$ cat config.mk
export PLATFORM = sky130hd
export DESIGN_NAME = fifo_stream_packer
export DESIGN_NICKNAME = d
export VERILOG_FILES = /design/src/rtl/fifo_stream_pkg.sv /design/src/rtl/stream_out_reg.sv /design/src/rtl/fifo_stream_packer.sv
export SDC_FILE = /design/constraint.sdc
export NUM_CORES = 1
export LEC_CHECK = 0
export ABC_AREA = 1
export CAP_MARGIN = 30
export CORE_MARGIN = 1
export CORE_UTILIZATION = 47
export CTS_BUF_LIST = sky130_fd_sc_hd__clkbuf_8 sky130_fd_sc_hd__clkbuf_16
export DETAILED_ROUTE_END_ITERATION = 10
export PLACE_DENSITY = 0.86
export SLEW_MARGIN = 20
export SYNTH_ARGS = -nofsm -noshare
export SYNTH_HDL_FRONTEND = slang
export SYNTH_SLANG_ARGS = --single-unit
$ cat constraint.sdc
create_clock -name clk -period 1.4 [get_ports clk]
set_input_delay 0.14 -clock clk [delete_from_list [all_inputs] [get_ports clk]]
set_output_delay 0.14 -clock clk [all_outputs]
set_load 0.005 [all_outputs]
$ cat src/rtl/fifo_stream_pkg.sv
// Shared types and helpers for the FIFO read-side stream packer.
// Holds the flush-state encoding and the lane-count width function.
// No logic; no latency and no backpressure of its own.
package fifo_stream_pkg;

    typedef enum logic {
        IDLE    = 1'b0,
        PENDING = 1'b1
    } flush_state_t;

    function automatic int lane_cnt_w(input int ratio);
        return $clog2(ratio) + 1;
    endfunction

endpackage

$ cat src/rtl/stream_out_reg.sv
// Valid/ready holding register for one packed output beat.
// Latency: a load at edge N shows out_valid after edge N.
// Backpressure: data and lanes are held while out_valid && !out_ready; load only when out_free.
module stream_out_reg #(
    parameter int DW = 32,
    parameter int LW = 3
) (
    input  logic          clk,
    input  logic          reset,
    input  logic          load,
    input  logic [DW-1:0] load_data,
    input  logic [LW-1:0] load_lanes,
    input  logic          out_ready,
    output logic          out_valid,
    output logic [DW-1:0] out_data,
    output logic [LW-1:0] out_lanes,
    output logic          out_free
);

    assign out_free = !out_valid || out_ready;

    // A transfer and a load in the same cycle keep out_valid asserted.
    always_ff @(posedge clk) begin
        if (reset) begin
            out_valid <= 1'b0;
            out_data  <= '0;
            out_lanes <= '0;
        end else if (load) begin
            out_valid <= 1'b1;
            out_data  <= load_data;
            out_lanes <= load_lanes;
        end else if (out_ready) begin
            out_valid <= 1'b0;
        end
    end

endmodule

$ cat src/rtl/fifo_stream_packer.sv
// Pops narrow FIFO words and packs RATIO of them (first word in lane 0) into one wide beat.
// Latency: last word popped at edge N gives out_valid after edge N; flush sampled at N loads at N+1.
// Backpressure: with a beat held, up to RATIO-1 more words accumulate, then popping stalls.
// Partial-beat flush is built only with FIFO_STREAM_PACKER_FLUSH_EN defined.
module fifo_stream_packer
    import fifo_stream_pkg::*;
#(
    parameter int DATAWIDTH = 8,
    parameter int RATIO     = 4
) (
    input  logic                           clk,
    input  logic                           reset,
    output logic                           fifo_rd,
    input  logic [DATAWIDTH-1:0]           fifo_data,
    input  logic                           fifo_empty,
    input  logic                           flush,
    output logic                           out_valid,
    input  logic                           out_ready,
    output logic [DATAWIDTH*RATIO-1:0]     out_data,
    output logic [lane_cnt_w(RATIO)-1:0]   out_lanes,
    output logic                           busy
);

    localparam int LW = lane_cnt_w(RATIO);
    localparam int CW = $clog2(RATIO);
    localparam int AW = DATAWIDTH * (RATIO - 1);
    localparam logic [CW-1:0] LAST = CW'(RATIO - 1);

    logic [CW-1:0]              lane_cnt;
    logic [AW-1:0]              acc;
    logic                       out_free;
    logic                       flush_pending;
    logic                       load_full;
    logic                       load_part;
    logic                       load;
    logic [DATAWIDTH*RATIO-1:0] load_data;
    logic [LW-1:0]              load_lanes;

    // The final lane may only be popped when the output register can take the beat.
    assign fifo_rd   = !reset && !fifo_empty && !flush_pending &&
                       ((lane_cnt != LAST) || out_free);
    assign load_full = fifo_rd && (lane_cnt == LAST);

`ifdef FIFO_STREAM_PACKER_FLUSH_EN
    flush_state_t       flush_st;
    flush_state_t       flush_nxt;
    logic [AW-1:0]      part_data;

    always_ff @(posedge clk) begin
        if (reset) flush_st <= IDLE;
        else       flush_st <= flush_nxt;
    end

    always_comb begin
        flush_nxt = flush_st;
        load_part = 1'b0;
        case (flush_st)
            IDLE:    if (flush) flush_nxt = PENDING;
            PENDING: if (out_free) begin
                flush_nxt = IDLE;
                load_part = (lane_cnt != '0);
            end
            default: flush_nxt = IDLE;
        endcase
    end

    // Lanes at or above lane_cnt hold stale words from earlier beats; zero them.
    always_comb begin
        part_data = '0;
        for (int i = 0; i < RATIO - 1; i++) begin
            if (CW'(i) < lane_cnt)
                part_data[i*DATAWIDTH +: DATAWIDTH] = acc[i*DATAWIDTH +: DATAWIDTH];
        end
    end

    assign flush_pending = (flush_st == PENDING);
    assign load          = load_full || load_part;
    assign load_data     = load_full ? {fifo_data, acc} : {{DATAWIDTH{1'b0}}, part_data};
    assign load_lanes    = load_full ? LW'(RATIO) : LW'(lane_cnt);
`else
    logic unused_flush;

    assign unused_flush  = flush;
    assign flush_pending = 1'b0;
    assign load_part     = 1'b0;
    assign load          = load_full;
    assign load_data     = {fifo_data, acc};
    assign load_lanes    = LW'(RATIO);
`endif

    always_ff @(posedge clk) begin
        if (reset) begin
            lane_cnt <= '0;
            acc      <= '0;
        end else if (fifo_rd) begin
            if (lane_cnt == LAST) begin
                lane_cnt <= '0;
            end else begin
                acc[lane_cnt*DATAWIDTH +: DATAWIDTH] <= fifo_data;
                lane_cnt <= lane_cnt + CW'(1);
            end
        end else if (load_part) begin
            lane_cnt <= '0;
        end
    end

    stream_out_reg #(
        .DW (DATAWIDTH * RATIO),
        .LW (LW)
    ) u_out_reg (
        .clk        (clk),
        .reset      (reset),
        .load       (load),
        .load_data  (load_data),
        .load_lanes (load_lanes),
        .out_ready  (out_ready),
        .out_valid  (out_valid),
        .out_data   (out_data),
        .out_lanes  (out_lanes),
        .out_free   (out_free)
    );

    assign busy = (lane_cnt != '0) || out_valid || flush_pending;

endmodule
; Word level (Yosys, flattened, before mapping)
; Cells that the tools add are included.
[classes]
addsub = 2
eq_ne = 2
n_shift = 2
mux = 4
bitwise_logic = 1
n_reduce_logical = 12
[op_table]
columns = cell, count
row1 = 5-bit negator with 34-bit output, 1
row2 = "8-bit by 34-bit variable shift with 24-bit output, first input constant", 1
row3 = 8-bit by 34-bit variable part select with 24-bit output, 1
row4 = 24-bit bitwise mux, 1
row5 = 2-bit nonzero test, 2
row6 = 1-bit logical AND, 3
row7 = 1-bit logical NOT, 3
row8 = 1-bit logical OR, 3
row9 = "2-bit by 1-bit adder with 2-bit output, second input constant", 1
row10 = "2-bit == test, second input constant", 1
row11 = 1-bit 2-to-1 mux, 2
row12 = 2-bit 2-to-1 mux, 1
row13 = "2-bit inequality test, second input constant", 1
row14 = 2-bit AND reduction, 1
row15 = 1-bit inverter, 1
[totals]
regBits = 60
input_bits = 13
elab_cells = 28

; Longest topological paths before layout
; Gate-level depths: netlist (run 1).
[depth]
ltp_word = 6
depth_mapped = 9

; By module
; From an unflattened synthesis (run 1), not the netlist that was laid out.
[hier_totals]
cells_unflattened = 386
area_unflattened_um2 = 2810.2
[by_module_without_submodules]
columns = module, n_inst, cells_each, area_each_um2, seq_area_each_um2
row1 = fifo_stream_packer, 1, 230, 1422.6, 520.5
row2 = stream_out_reg, 1, 156, 1387.6, 720.7

; Worst setup path before layout (run 1)
; No wires, ideal clock.
[synth_path]
path_kind = flip-flop to flip-flop
startpoint = register lane_cnt[0]
endpoint = register acc[23]
arrival_ns = 1.476
t_required_ns = 1.336
slack_ns = -0.140
path_stages_with_launch = 8
path_buffers = 0
cell_sequence = dfxtp_1 inv_1 ha_1 clkinv_1 nor2_1 nand3_1 and2_1 nor2_1
[synth_via]
elab_chain_len = 4
word_cells_on_any_way = 10
classes_between = add/sub (1) / eq/ne (2) / shift (2) / mux (1) / bitwise (1) / reduce/logical (3)
[synth_lines]
columns = item, line
row1 = start: declaration, fifo_stream_packer.sv:29  ; logic [CW-1:0] lane_cnt;
row2 = start signal: assignment, fifo_stream_packer.sv:100  ; lane_cnt <= lane_cnt + CW'(1);
row3 = "parallel branches: the longest is 4 deep, another holds 5-bit negator with 34-bit output", --
row4 = end signal: indexed assignment, fifo_stream_packer.sv:99  ; acc[lane_cnt*DATAWIDTH +: DATAWIDTH] <= fifo_data;
row5 = end: declaration, fifo_stream_packer.sv:30  ; logic [AW-1:0] acc;
; Several ways; the timed one is not identified.
; A chain may end at the register's enable or synchronous reset.

; Worst setup path in the final report (run 1)
[layout_path]
startpoint = register lane_cnt[1]
endpoint = output busy
[layout_via]
elab_chain_len = 2
[layout_lines]
columns = item, line
row1 = 2-bit nonzero test, fifo_stream_packer.sv:123  ; assign busy = (lane_cnt != '0) || out_valid || flush_pending;
row2 = 1-bit logical OR, fifo_stream_packer.sv:123
row3 = end: declaration, fifo_stream_packer.sv:21  ; output logic busy
; No other way between the ends.

==> results of run 1 <==
[synthesized netlist by cell type]
library cell	number
o22ai_1	1
clkinv_1	1
nand3_1	6
nand3_2	2
clkbuf_1	5
nand2_1	144
buf_6	3
nor2_1	129
buf_4	2
dfxtp_1	60
a21oi_1	3
inv_1	68
or2_2	1
ha_1	5
conb_1	1
and2_1	1
buf_2	8
nor2_8	1
inv_2	1
[final timing paths]
check | startpoint | to | slack (ns) | depth (start not counted)
min | u_out_reg.out_lanes[2] | u_out_reg.out_lanes[2] | 0.45 | 2
max reg2reg | lane_cnt[1] | acc[18] | 0.07 | 9
min reg2reg | u_out_reg.out_lanes[2] | u_out_reg.out_lanes[2] | 0.45 | 2
max | lane_cnt[1] | busy | -0.008 | 5
[sequential cells by signal (all words and copies together) (netlist names)]
name and cells:
u_out_reg.out_lanes 1, u_out_reg.out_data 32, lane_cnt 2, u_out_reg.out_valid 1, acc 24
[power groups by stage]
stage	clock [W]	sequential [W]	combinational, W
after floorplan	0	0.00184	0.000308
after global placement	0	0.00183	0.000529
after detailed placement	0	0.00184	0.000539
after CTS	0.00133	0.00180	0.000564
after global routing	0.00140	0.00181	0.000695
final	0.00131	0.00180	0.000619
[kinds of logic (layout without fill, tap and decap cells)]
family | after synthesis | count (layout) | share of synthesized area [%]
and+or+nand+nor | 284 | 284 | 40.0
buffers and inverters | 88 | 160 | 13.4
DFF | 60 | 60 | 43.4
adders and majority gates | 5 | 5 | 2.26
AOI/OAI and AO/OA | 4 | 4 | 0.769
other | 1 | 2 | 0.136
[worst max-delay path, delay by kind of cell, from the launching register on]
| family | cells | cell delay, ns |
|---|---|---|
| adders and majority gates | 1 | 0.14 |
| buffers and inverters | 3 | 0.23 |
| DFF | 1 | 0.33 |
| and+or+nand+nor | 1 | 0.22 |
[routing by layer]
metal  up-vias  share of wire (%)  track usage (%)
met5         -                  0                0
met4         0                2.0             10.6
met3        15                4.5             5.98
met2        68                 48             37.7
met1      1170                 45             25.2
li1       1398                  -                -
[final cells by class]
class	count	share of cell area, %
Sequential cell	60	32.4
Tap cell	72	2.43
Inverter	70	7.18
Timing Repair Buffer	74	19.1
Clock buffer	10	3.71
Clock inverter	6	0.674
Multi-Input combinational cell	295	34.5
[stage by stage]
stage / setup WS [ns] / instances
finish: -0.00821 / 587
global placement: -0.301 / 569
floorplan: 0.0241 / 443
detailed placement: -0.337 / 569
CTS: -0.00673 / 586
global route: -0.0454 / 587
[timing repair]
action	4_1_cts	5_1_grt
cloned	0	0
endpoints found under the setup margin	9	26
endpoints found under the hold margin	0	0
gates resized for setup	18	19
pin swaps	2	3
buffers inserted	1	1
==> results_dict.tcl, run 1 <==
set metrics [dict create \
    power_leakage_nw 1.99 \
    post_drt_wl_per_cell_um 10.5 \
    n_fill_cell 510 \
    clk_pin_slew_ns 0.06 \
    cts_max_level 3 \
    layout_commonest_cell "nand2_1" \
    core_um2 5570 \
    cp-end-kind "output pin" \
    final_util_pct 66.6 \
    switching_share_pct 27.4 \
    die_h_um 78.7 \
    p_per_area_nw_per_um2 1000 \
    fin_crit_sh_pct 101 \
    hold_ws_ns 0.452 \
    drive_gt1_share_pct 13.2 \
    hold_viol 0 \
    ys_types 19 \
    syn_area_um2 2770 \
    dp_hpwl_um 4460 \
    vias_per_cell 4.52 \
    grt_antenna_before_repair 0 \
    detail_route.iter0.violations 117 \
    slowest_stage "dfxtp_2" \
    num_antenna_cells 0 \
    clock_latency_ns 0.34 \
    syn_avg_cell_area_um2 6.26 \
    worst-path-max-fanout 3 \
    synth_seq_cells 60 \
    drc 0 \
    p_seq_share_pct 48.3 \
    path_class "reg -> out" \
    overflow 0 \
    ant_nets 0 \
    rsz0062_at_grt "yes" \
    gr-usage-all-layers_pct 22.0 \
    areaGrowthSynthToFinish_pct 34.1 \
    wirelength_um 6140 \
    outcome "complete, but fails checks" \
    finalClockSkew_ns 0.00721 \
    vdd_drop_max_uv 672 \
    setup_tns_ns -0.00821 \
    ys_top_cells_by_area "dfxtp_1 43%, nand2_1 20%, nor2_1 18%" \
    fin_crit_ns 1.41 \
    fin_total_pwr_w 0.00373 \
    multi_input_area_um2 1280 \
    slew_viol_final 0 \
    regArea_um2 1200 \
    die_area_um2 6200 \
    num_vias 2651 \
    holdBufCountCts 0 \
    pin_count 51 \
    dpl-instance-area_um2 3450 \
    first_global_vias 2488 \
    routabilityCongestion 0.894 \
    cts_buffers 9 \
    violations "setup timing" \
    syn_inst 442 \
    final_area_um2 3710 \
    cap_violations 0 \
    final_cell_mix "139 x nand2_1, 125 x nor2_1, 67 x inv_1" \
    switching_power_w 0.00102 \
    power_frac_clock_pct 35.0 \
    arrival_ns 1.27 \
    synth_area_leader_cell "dfxtp_1" \
    clkSinkCount 60 \
    start_util_pct 49.6 \
    combPwrFrac_pct 16.6 \
    postLayoutSetupSlackWorst_ns -0.00821 \
    max_freq_mhz 710 \
    seq_area_frac_synth_pct 43.4 \
    crit_top_cell "inv_2" \
    cp-start-kind "flip-flop" \
    grt_pass1_wl_um 10500 \
    setup_viol_count_final 1 \
    cts_tree "yes" \
    clk_path_buf_depth 2 \
    final_nets 528 \
    cts_root_buffer "clkbuf_8" \
    internal_power_w 0.00270 \
    max_stage_delay_ns 0.33 \
    grt_start_max_net_pins 33 \
    die_w_um 78.7 \
    synth_top_area_share_pct 43.4 \
    first_pass_iters 4 \
    fp-row-count 27 \
    hold_class "reg -> reg" \
    cp_cell_sequence "inv_2 > ha_4 > inv_2 > or2_4 > buf_6" \
    io_buffers 47 \
    crit_required_ns 1.26 \
    yosys_warnings 0 \
]
Power figures use the tool's default switching activity.
==> run 2, diff against run 1 <==
--- a/config.mk
+++ b/config.mk
@@ -7,8 +7,10 @@
 export LEC_CHECK = 0
 export ABC_AREA = 1
 export CAP_MARGIN = 30
+export CELL_PAD_IN_SITES_DETAIL_PLACEMENT = 1
+export CELL_PAD_IN_SITES_GLOBAL_PLACEMENT = 2
 export CORE_MARGIN = 1
-export CORE_UTILIZATION = 47
+export CORE_UTILIZATION = 25
 export CTS_BUF_LIST = sky130_fd_sc_hd__clkbuf_8 sky130_fd_sc_hd__clkbuf_16
 export DETAILED_ROUTE_END_ITERATION = 10
 export PLACE_DENSITY = 0.86
==> run 2 against run 1 <==
Against the previous run: the run still ends with setup timing left; clock skew is 0.0034 ns higher; register-to-register slack worse by 0.02 ns; worst hold slack lost 0.0021 ns; sequential share of layout area down 1.6 points; critical path depth unchanged; utilization fell by 30 points.
==> results_dict.tcl, run 2 (synthesis gave the netlist of run 1 again) <==
set metrics [dict create \
    overflow 0 \
    start_util_pct 25.6 \
    final_util_pct 36.3 \
    setup_tns_ns -0.0340 \
    clk_pin_slew_ns 0.07 \
    path_class "reg -> out" \
    violations "setup timing" \
    power_leakage_nw 2.03 \
    vias_per_cell 4.10 \
    fin_total_pwr_w 0.00422 \
    core_um2 10800 \
    cp-start-kind "flip-flop" \
    slowest_stage "dfxtp_4" \
    rsz0062_at_grt "yes" \
    final_area_um2 3920 \
    vdd_drop_max_uv 448 \
    cp_num_buf_inv 3 \
    clkSinkCount 60 \
    grt_start_max_net_pins 34 \
    drive_gt1_share_pct 14.8 \
    arrival_ns 1.29 \
    fin_crit_ns 1.43 \
    gr-usage-all-layers_pct 13.6 \
    cp-end-kind "output pin" \
    crit_family "flip-flops" \
    die_w_um 107 \
    crit_required_ns 1.26 \
    hold_class "reg -> reg" \
    num_antenna_cells 0 \
    io_buffers 47 \
    clock_latency_ns 0.34 \
    first_global_vias 2652 \
    hold_viol 0 \
    slew_viol_final 0 \
    p_seq_share_pct 42.8 \
    internal_power_w 0.00312 \
    finalClockSkew_ns 0.0106 \
    crit_top_cell "inv_4" \
    clk_path_buf_depth 2 \
    power_frac_clock_pct 41.1 \
    cp_cell_sequence "inv_4 > ha_4 > inv_4 > or2_4 > buf_6" \
    die_h_um 107 \
    pin_count 51 \
    dpl-instance-area_um2 3570 \
    dp_hpwl_um 5170 \
    cts_buffers 9 \
    p_per_area_nw_per_um2 1080 \
    holdBufCountCts 0 \
    cts_root_buffer "clkbuf_8" \
    max_freq_mhz 697 \
    cts_tree "yes" \
    ant_nets 0 \
    switching_power_w 0.00111 \
    drc 0 \
    postLayoutSetupSlackWorst_ns -0.0340 \
    fin_crit_sh_pct 102 \
    top_regs "u_out_reg.out_data (32), acc (24), lane_cnt (2)" \
    setup_viol_count_final 1 \
    routabilityCongestion 0.830 \
    layout_commonest_cell "nand2_1" \
    final_cell_mix "137 x nand2_1, 123 x nor2_1, 64 x inv_1" \
    largest_reg_flops 32 \
    switching_share_pct 26.2 \
    combPwrFrac_pct 16.1 \
    post_drt_wl_per_cell_um 11.4 \
    detail_route.iter0.violations 51 \
    die_area_um2 11500 \
    r2r_slack_ns 0.05 \
    regMostFlops "u_out_reg.out_data" \
    grt_antenna_before_repair 0 \
    wirelength_um 7450 \
    outcome "complete, but fails checks" \
    worst-path-max-fanout 4 \
    final_nets 528 \
    first_pass_iters 4 \
    num_vias 2686 \
    grt_pass1_wl_um 12200 \
    areaGrowthSynthToFinish_pct 41.8 \
    max_stage_delay_ns 0.37 \
    fp-row-count 38 \
    cap_violations 0 \
    cts_max_level 3 \
]
==> run 2: repair_timing <==
item,4_1_cts,5_1_grt
pin swaps,1,7
gates resized for setup,24,26
endpoints found under the setup margin,26,24
buffers inserted,0,3
==> run 2: cell type report <==
class / instances / area, um^2
timing repair buffer: 74 / 754
clock inverter: 6 / 78.8
fill: 1350 / 6870
inverter: 70 / 275
clock buffer: 10 / 138
tap: 140 / 175
sequential: 60 / 1210
multi-input combinational: 295 / 1290
==> run 2: per-layer routing <==
| metal | wire length [um] | GRT usage [%] | share of wire, % | vias to the layer above |
|---|---|---|---|---|
| met2 | 3600 | 22.9 | 48 | 39 |
| met3 | 259 | 2.98 | 3.5 | 12 |
| met4 | 123 | 5.58 | 1.7 | 0 |
| met1 | 3470 | 16.8 | 47 | 1242 |
| met5 | 0 | 0 | 0 | - |
| li1 | - | - | - | 1393 |
==> run 2: path summary, 6_finish.rpt <==
check	from	to	cells past startpoint
hold / removal	u_out_reg.out_lanes[2]	u_out_reg.out_lanes[2]	2
setup / recovery	lane_cnt[1]	busy	5
hold reg to reg	u_out_reg.out_lanes[2]	u_out_reg.out_lanes[2]	2
setup reg to reg	lane_cnt[1]	acc[22]	8
==> run 2: worst register-to-register path: stages, from the launching register on <==
cell and delay, ns:
dfxtp_4 0.39, inv_4 0.05, ha_4 0.16, buf_4 0.16, nor2_4 0.13, nand2_2 0.11, nor2_1 0.15, nor2_1 0.05
nor2_1 0.08
==> run 2: metrics by stage <==
step	worst slack, ns	hold slack, ns	std cells
after floorplan	0.0241	0.275	443
after detailed placement	-0.280	0.444	636
after global placement	-0.278	0.440	636
after CTS	-0.0553	0.454	652
after global routing	-0.0896	0.482	655
final	-0.0340	0.450	655
==> run 2: power by group through the flow <==
stage | Combinational, W | Sequential, W | Clock (W)
floorplan | 0.000308 | 0.00184 | 0
global route | 0.000754 | 0.00181 | 0.00189
CTS | 0.000626 | 0.00180 | 0.00181
global placement | 0.000563 | 0.00184 | 0
finish | 0.000681 | 0.00181 | 0.00173
detailed placement | 0.000584 | 0.00184 | 0
